--- src/rtl/vga_vram_arbiter.sv ---
// vga_vram_arbiter: shares one single-port synchronous VRAM between video scanout and a CPU bus.
// Latency: video data 2 cycles after vid_req; CPU write ack at issue+1, CPU read ack at issue+3.
// Backpressure: video always wins; CPU holds cpu_req until cpu_ack and may starve under continuous fetch.
// Build option: define VGA_VRAM_BLANK_ONLY_EN to let the CPU win only while bright==0.
module vga_vram_arbiter #(
    parameter int ADDR_W = 16,
    parameter int DATA_W = 16
) (
    input  logic              sys_clk,
    input  logic              reset,
    input  logic              bright,
    input  logic              vid_req,
    input  logic [ADDR_W-1:0] vid_addr,
    output logic              vid_valid,
    output logic [DATA_W-1:0] vid_rdata,
    input  logic              cpu_req,
    input  logic              cpu_we,
    input  logic [ADDR_W-1:0] cpu_addr,
    input  logic [DATA_W-1:0] cpu_wdata,
    output logic              cpu_ack,
    output logic [DATA_W-1:0] cpu_rdata,
    output logic [ADDR_W-1:0] mem_addr,
    output logic              mem_we,
    output logic [DATA_W-1:0] mem_wdata,
    input  logic [DATA_W-1:0] mem_rdata
);

    typedef enum logic [1:0] {
        IDLE    = 2'd0,
        WR_ACK  = 2'd1,
        RD_WAIT = 2'd2,
        RD_ACK  = 2'd3
    } state_t;

    state_t state;
    state_t state_nxt;
    logic   cpu_gate;
    logic   cpu_win;
    logic   rd_ack_q;
    logic   rdata_ld;
    logic   vid_p1;

`ifdef VGA_VRAM_BLANK_ONLY_EN
    // CPU restricted to blanking so the displayed frame never tears
    assign cpu_gate = ~bright;
`else
    logic unused_bright;
    assign unused_bright = bright;
    assign cpu_gate      = 1'b1;
`endif

    // CPU issues only from a quiet IDLE: not during the trailing read-ack cycle, never against video
    assign cpu_win = (state == IDLE) && !rd_ack_q && cpu_req && !vid_req && cpu_gate;

    // Video data comes straight from the RAM; vid_valid marks the cycle it belongs to the fetch
    assign vid_rdata = mem_rdata;

    // CPU FSM state register
    always_ff @(posedge sys_clk) begin
        if (reset) begin
            state <= IDLE;
        end else begin
            state <= state_nxt;
        end
    end

    // CPU FSM next-state logic
    always_comb begin
        state_nxt = state;
        case (state)
            IDLE:    if (cpu_win) state_nxt = cpu_we ? WR_ACK : RD_WAIT;
            WR_ACK:  state_nxt = IDLE;
            RD_WAIT: state_nxt = RD_ACK;
            RD_ACK:  state_nxt = IDLE;
            default: state_nxt = IDLE;
        endcase
    end

    // CPU FSM outputs: write ack decoded from state, read ack lags RD_ACK by one cycle
    always_comb begin
        rdata_ld = (state == RD_ACK);
        cpu_ack  = (state == WR_ACK) || rd_ack_q;
    end

    // Read-ack delay, CPU read-data capture and the two-stage video valid pipeline
    always_ff @(posedge sys_clk) begin
        if (reset) begin
            rd_ack_q  <= 1'b0;
            cpu_rdata <= '0;
            vid_p1    <= 1'b0;
            vid_valid <= 1'b0;
        end else begin
            rd_ack_q  <= rdata_ld;
            if (rdata_ld) begin
                cpu_rdata <= mem_rdata;
            end
            vid_p1    <= vid_req;
            vid_valid <= vid_p1;
        end
    end

    // VRAM port register: video first, then CPU; with no winner hold address/data and drop we
    always_ff @(posedge sys_clk) begin
        if (reset) begin
            mem_addr  <= '0;
            mem_we    <= 1'b0;
            mem_wdata <= '0;
        end else if (vid_req) begin
            mem_addr  <= vid_addr;
            mem_we    <= 1'b0;
        end else if (cpu_win) begin
            mem_addr  <= cpu_addr;
            mem_we    <= cpu_we;
            mem_wdata <= cpu_wdata;
        end else begin
            mem_we    <= 1'b0;
        end
    end

endmodule

--- config.mk ---
export PLATFORM = sky130hd
export DESIGN_NAME = vga_vram_arbiter
export DESIGN_NICKNAME = d
export VERILOG_FILES = /design/src/rtl/vga_vram_arbiter.sv
export SDC_FILE = /design/constraint.sdc
export NUM_CORES = 1
export LEC_CHECK = 0
export ABC_CLOCK_PERIOD_IN_PS = 1700
export BUFFER_PORTS_ARGS = -buffer_cell sky130_fd_sc_hd__buf_4
export CAP_MARGIN = 20
export CORE_MARGIN = 2
export CORE_UTILIZATION = 39
export DETAILED_ROUTE_END_ITERATION = 8
export PLACE_DENSITY = 0.82
export SETUP_SLACK_MARGIN = 0.05
export SYNTH_ARGS = -nofsm -noshare
export SYNTH_HDL_FRONTEND = slang
export SYNTH_SLANG_ARGS = --single-unit
--- constraint.sdc ---
create_clock -name sys_clk -period 1.7 [get_ports sys_clk]
set_clock_uncertainty 0.1 [all_clocks]
set_input_delay 0.17 -clock sys_clk [delete_from_list [all_inputs] [get_ports sys_clk]]
set_output_delay 0.17 -clock sys_clk [all_outputs]
set_load 0.02 [all_outputs]
Yosys cells after proc, flatten, opt, wreduce, memory -nomap -nowiden
Cells that the tools add are included.

storage, ports and cells
  bits in registers = 54
  word-level logic and storage cells = 30
  output and inout port bits = 67
  input port bits = 70

cells by class
  equal/unequal tests = 4
  bitwise gates (word level) = 2
  reductions and logical operators = 11
  muxes and demuxes = 5

operators with widths
  kind                number
  $mux 16             2
  $pmux 2 s3          1
  $eq 2x2->1 const B  2
  $mux 2              2
  $logic_and 1x1->1   3
  $reduce_or 3->1     1
  $eq 2x1->1 const B  1
  $logic_not 1->1     2
  $logic_not 2->1     1
  $ne 2x2->1 const B  1
  $not 1->1           2
  $reduce_and 2->1    1
  $reduce_bool 2->1   1
  $reduce_or 2->1     1
  $logic_or 1x1->1    1

Longest topological paths before layout
  word-level depth = 6
  depth in mapped cells = 5
  gate-level depth less buffers = 3

Least setup slack after synthesis
Ideal clock, no wire load.

  path kind = reg2reg
  from = reg state[1]
  to = reg mem_wdata[10]
  data arrival time = 1.419 ns
  setup time = 0.072 ns
  cell stages (with the launch flop) = 6
  clock period less this slack = 1.591 ns
  path buffers = 2
  setup slack = 0.109 ns
  cell sequence = dfxtp_1 nor4b_4 and2b_1 buf_4 buf_8 mux2i_1

on the way
  cells in the longest elaborated chain, start to end = 5

ends and longest elaborated chain
  item                            line  source
  start: declaration              35    state_t state;
  start signal: assignment        63    state <= state_nxt;
  $logic_not 2->1                 53    assign cpu_win = (state == IDLE) && !rd_ack_q && cpu_req && !vid_req && cpu_gate;
  $logic_and 1x1->1 (3 in a row)  53
  $reduce_and 2->1 (no line)      -
  end signal: assignment          114   mem_wdata <= cpu_wdata;
  end: declaration                24    output logic [DATA_W-1:0] mem_wdata,

No other way between the ends.
A chain may end at the register's enable or synchronous reset.

Final worst setup path
  from = reg state[1]
  to = reg mem_wdata[1]

The elaborated chain is that of the path after synthesis.

==> qor.txt <==
leak pwr - 1.54 nW
measured slew at the worst slew-check pin - 0.548 ns
fin crit share - 0.882
number of buffers created by CTS - 5
clock-pin slew on the worst setup and hold paths - 0.10 ns
Setup crit end kind - register
cell count after synthesis - 250
VDD IR-drop max - 0.000500 V
yosys warns - 0
post-route cell area - 0.00340 sq mm
wire length on met3 - 476 um
Final Non-Filler Cells - 440
Slew Limit Fails - 0
post_cts resized - 0
largest net degree at the start of global routing - 60
area grow syn2layout - 46.2%
# rows - 28
Fin Hold WS - 0.0151 ns
crit-path max FO - 16
Ports - 137
via count - 2110
CP required - 1.83 ns
commonest non-fill, non-tap cells in the layout - buf_4 (139), dfxtp_1 (54), nand2_1 (35)
GR Util All Layers - 0.166
worst skew pair latency - 0.30 ns
CP arrival - 1.63 ns
Hold Fails Final Rpt - 0
DRT Pass-1 Iters - 4
Final Setup Violations - 0
Placed Area - 0.00327 sq mm
gpl congestion - 0.757
final wirelength - 5.56 mm
Bufs on Longest Clock Path - 2
largest family of logic cells by synthesized area - simple AND/OR/NAND/NOR gates
Die X-Extent - 81.2 um
dpl cells - 430
Starting Density - 0.397
PortBufs - 135
met1 WL - 2.19 mm
core area - 0.00585 sq mm
Seq cells post-synth - 54
most common cell after layout, fill and taps aside - buf_4
worst relative slew slack - 0.634
status - finished, final reports clean
RSZ-0062 raised after global routing - no
H-tree depth - 2
fillers - 542
Via-to-Cell Ratio - 4.80
post-CTS setup buffer count - 0
first-pass GRT wire length - 8.60 mm
Post-DP HPWL - 4.21 mm
Setup crit start kind - register
Root Driver - clkbuf_8
post-route minimum period - 1.50 ns
Power Density - 821 mW/mm^2
DRC viols - 0
initial antenna violation count - 0
Hold Path Class - input port to register
synth unique cells - 22
Seq. cell area - 0.00108 sq mm
wire per inst - 12.6 um
top sig layer - met4
clk sink count - 54
fraction of layout cells with a size suffix above 1 - 0.411
maxcap violations - 0
Vert. Die Dim - 81.2 um
mux share of post-synthesis cell area - 0.138
Synth Net Count - 320
Post-Synth XOR/XNOR Area - 0
total grt overflow - 0
Syn Std Cell Area - 0.00232 sq mm
Seq/Total Area, Yosys - 0.465
met2 WL - 2.86 mm
Syn Area/Cell - 9.30 sq um
Synth Area in Adders - 0
nets@finish - 434
Routed Antenna Nets - 0
simple-gate share of the synthesized area - 0.209
CTS tree - yes
area occupied by multi-input gates - 0.00103 sq mm
initial DRC count - 33
area fraction in compound gates after synthesis - 0.0953
ant diodes - 0
Highest Clock Rate - 0.667 GHz
Crit Path Category - register to register
DIE AREA - 0.00659 sq mm
TNS Setup - 0 ns
vias in the first global route - 2005
-- layout make-up --
class                           instances  share of cell area
Clock buffer                            5              0.0203
Clock inverter                          3              0.0118
Inverter                                1             0.00110
Multi-Input combinational cell        160               0.302
Sequential cell                        54               0.318
Tap cell                               75              0.0276
Timing Repair Buffer                  142               0.319
-- registers in the layout (all words and copies together) (netlist names) --
name       cells
mem_we         1
mem_wdata     16
rd_ack_q       1
mem_addr      16
vid_p1         1
state          2
cpu_rdata     16
vid_valid      1
-- metrics by stage --
stage                      util  setup WS (ns)  power [mW]
after floorplan               -          0.109        1.72
after global placement    0.559          0.271        1.97
after detailed placement  0.559          0.194        1.98
after CTS                 0.581          0.162        2.83
after global routing      0.581         0.0912        2.92
final                     0.581          0.200        2.79
-- cells in the mapped netlist --
library cell  number  share of area
dfxtp_1           54           0.47
nand2_1           35          0.057
nand2b_1          33          0.089
mux2i_1           32           0.14
buf_4             17          0.055
a211oi_1          16          0.052
a21oi_1           16          0.034
nor3_1            16          0.034
clkbuf_1          11          0.018
buf_2              5          0.011
nor2_1             3         0.0048
nor2b_1            2         0.0054
a21o_1             1         0.0032
and2_1             1         0.0027
and2b_1            1         0.0032
buf_1              1         0.0016
buf_8              1         0.0065
inv_1              1         0.0016
nor4b_4            1          0.010
o21ai_0            1         0.0022
o41ai_1            1         0.0038
or2_2              1         0.0027
-- where the power goes --
part	switching [mW]	total (mW)	internal, mW
clock	0.407	0.841	0.434
combinational	0.281	0.582	0.301
sequential	0.0389	1.37	1.33
total	0.726	2.79	2.07
-- critical path, stage by stage (launching register included) --
cell and delay (ns):
dfxtp_1 0.37, nor4b_4 0.35, and2b_1 0.21, buf_12 0.18, mux2i_1 0.21
-- per-layer routing --
layer,vias to the layer above,global-route usage
met4,0,0.0424
met5,-,0
met2,83,0.304
met3,4,0.0589
li1,1057,-
met1,966,0.183
-- kinds of logic after synthesis --
| group | Yosys count |
|---|---|
| mux | 32 |
| compound gates | 35 |
| buf+inv | 36 |
| simple gates | 93 |
| flops | 54 |
-- final timing paths --
check	startpoint	endpoint	slack [ns]	cells after the start
worst max-delay path	state[1]$_SDFFE_PP0P_	mem_wdata[1]$_SDFFE_PP0P_	0.20	4
worst min-delay path	mem_rdata[2]	cpu_rdata[2]$_SDFFE_PP0P_	0.02	3
worst min register to register	vid_p1$_SDFF_PP0_	vid_valid$_SDFF_PP0_	0.35	1
worst max register to register	state[1]$_SDFFE_PP0P_	mem_wdata[1]$_SDFFE_PP0P_	0.20	4
-- repair_timing --
item / CTS / global route
endpoints found under the hold margin: 2 / 0
hold buffers: 2 / 0
endpoints found under the setup margin: 0 / 0
No activity file was read; power rests on OpenSTA's default activity.
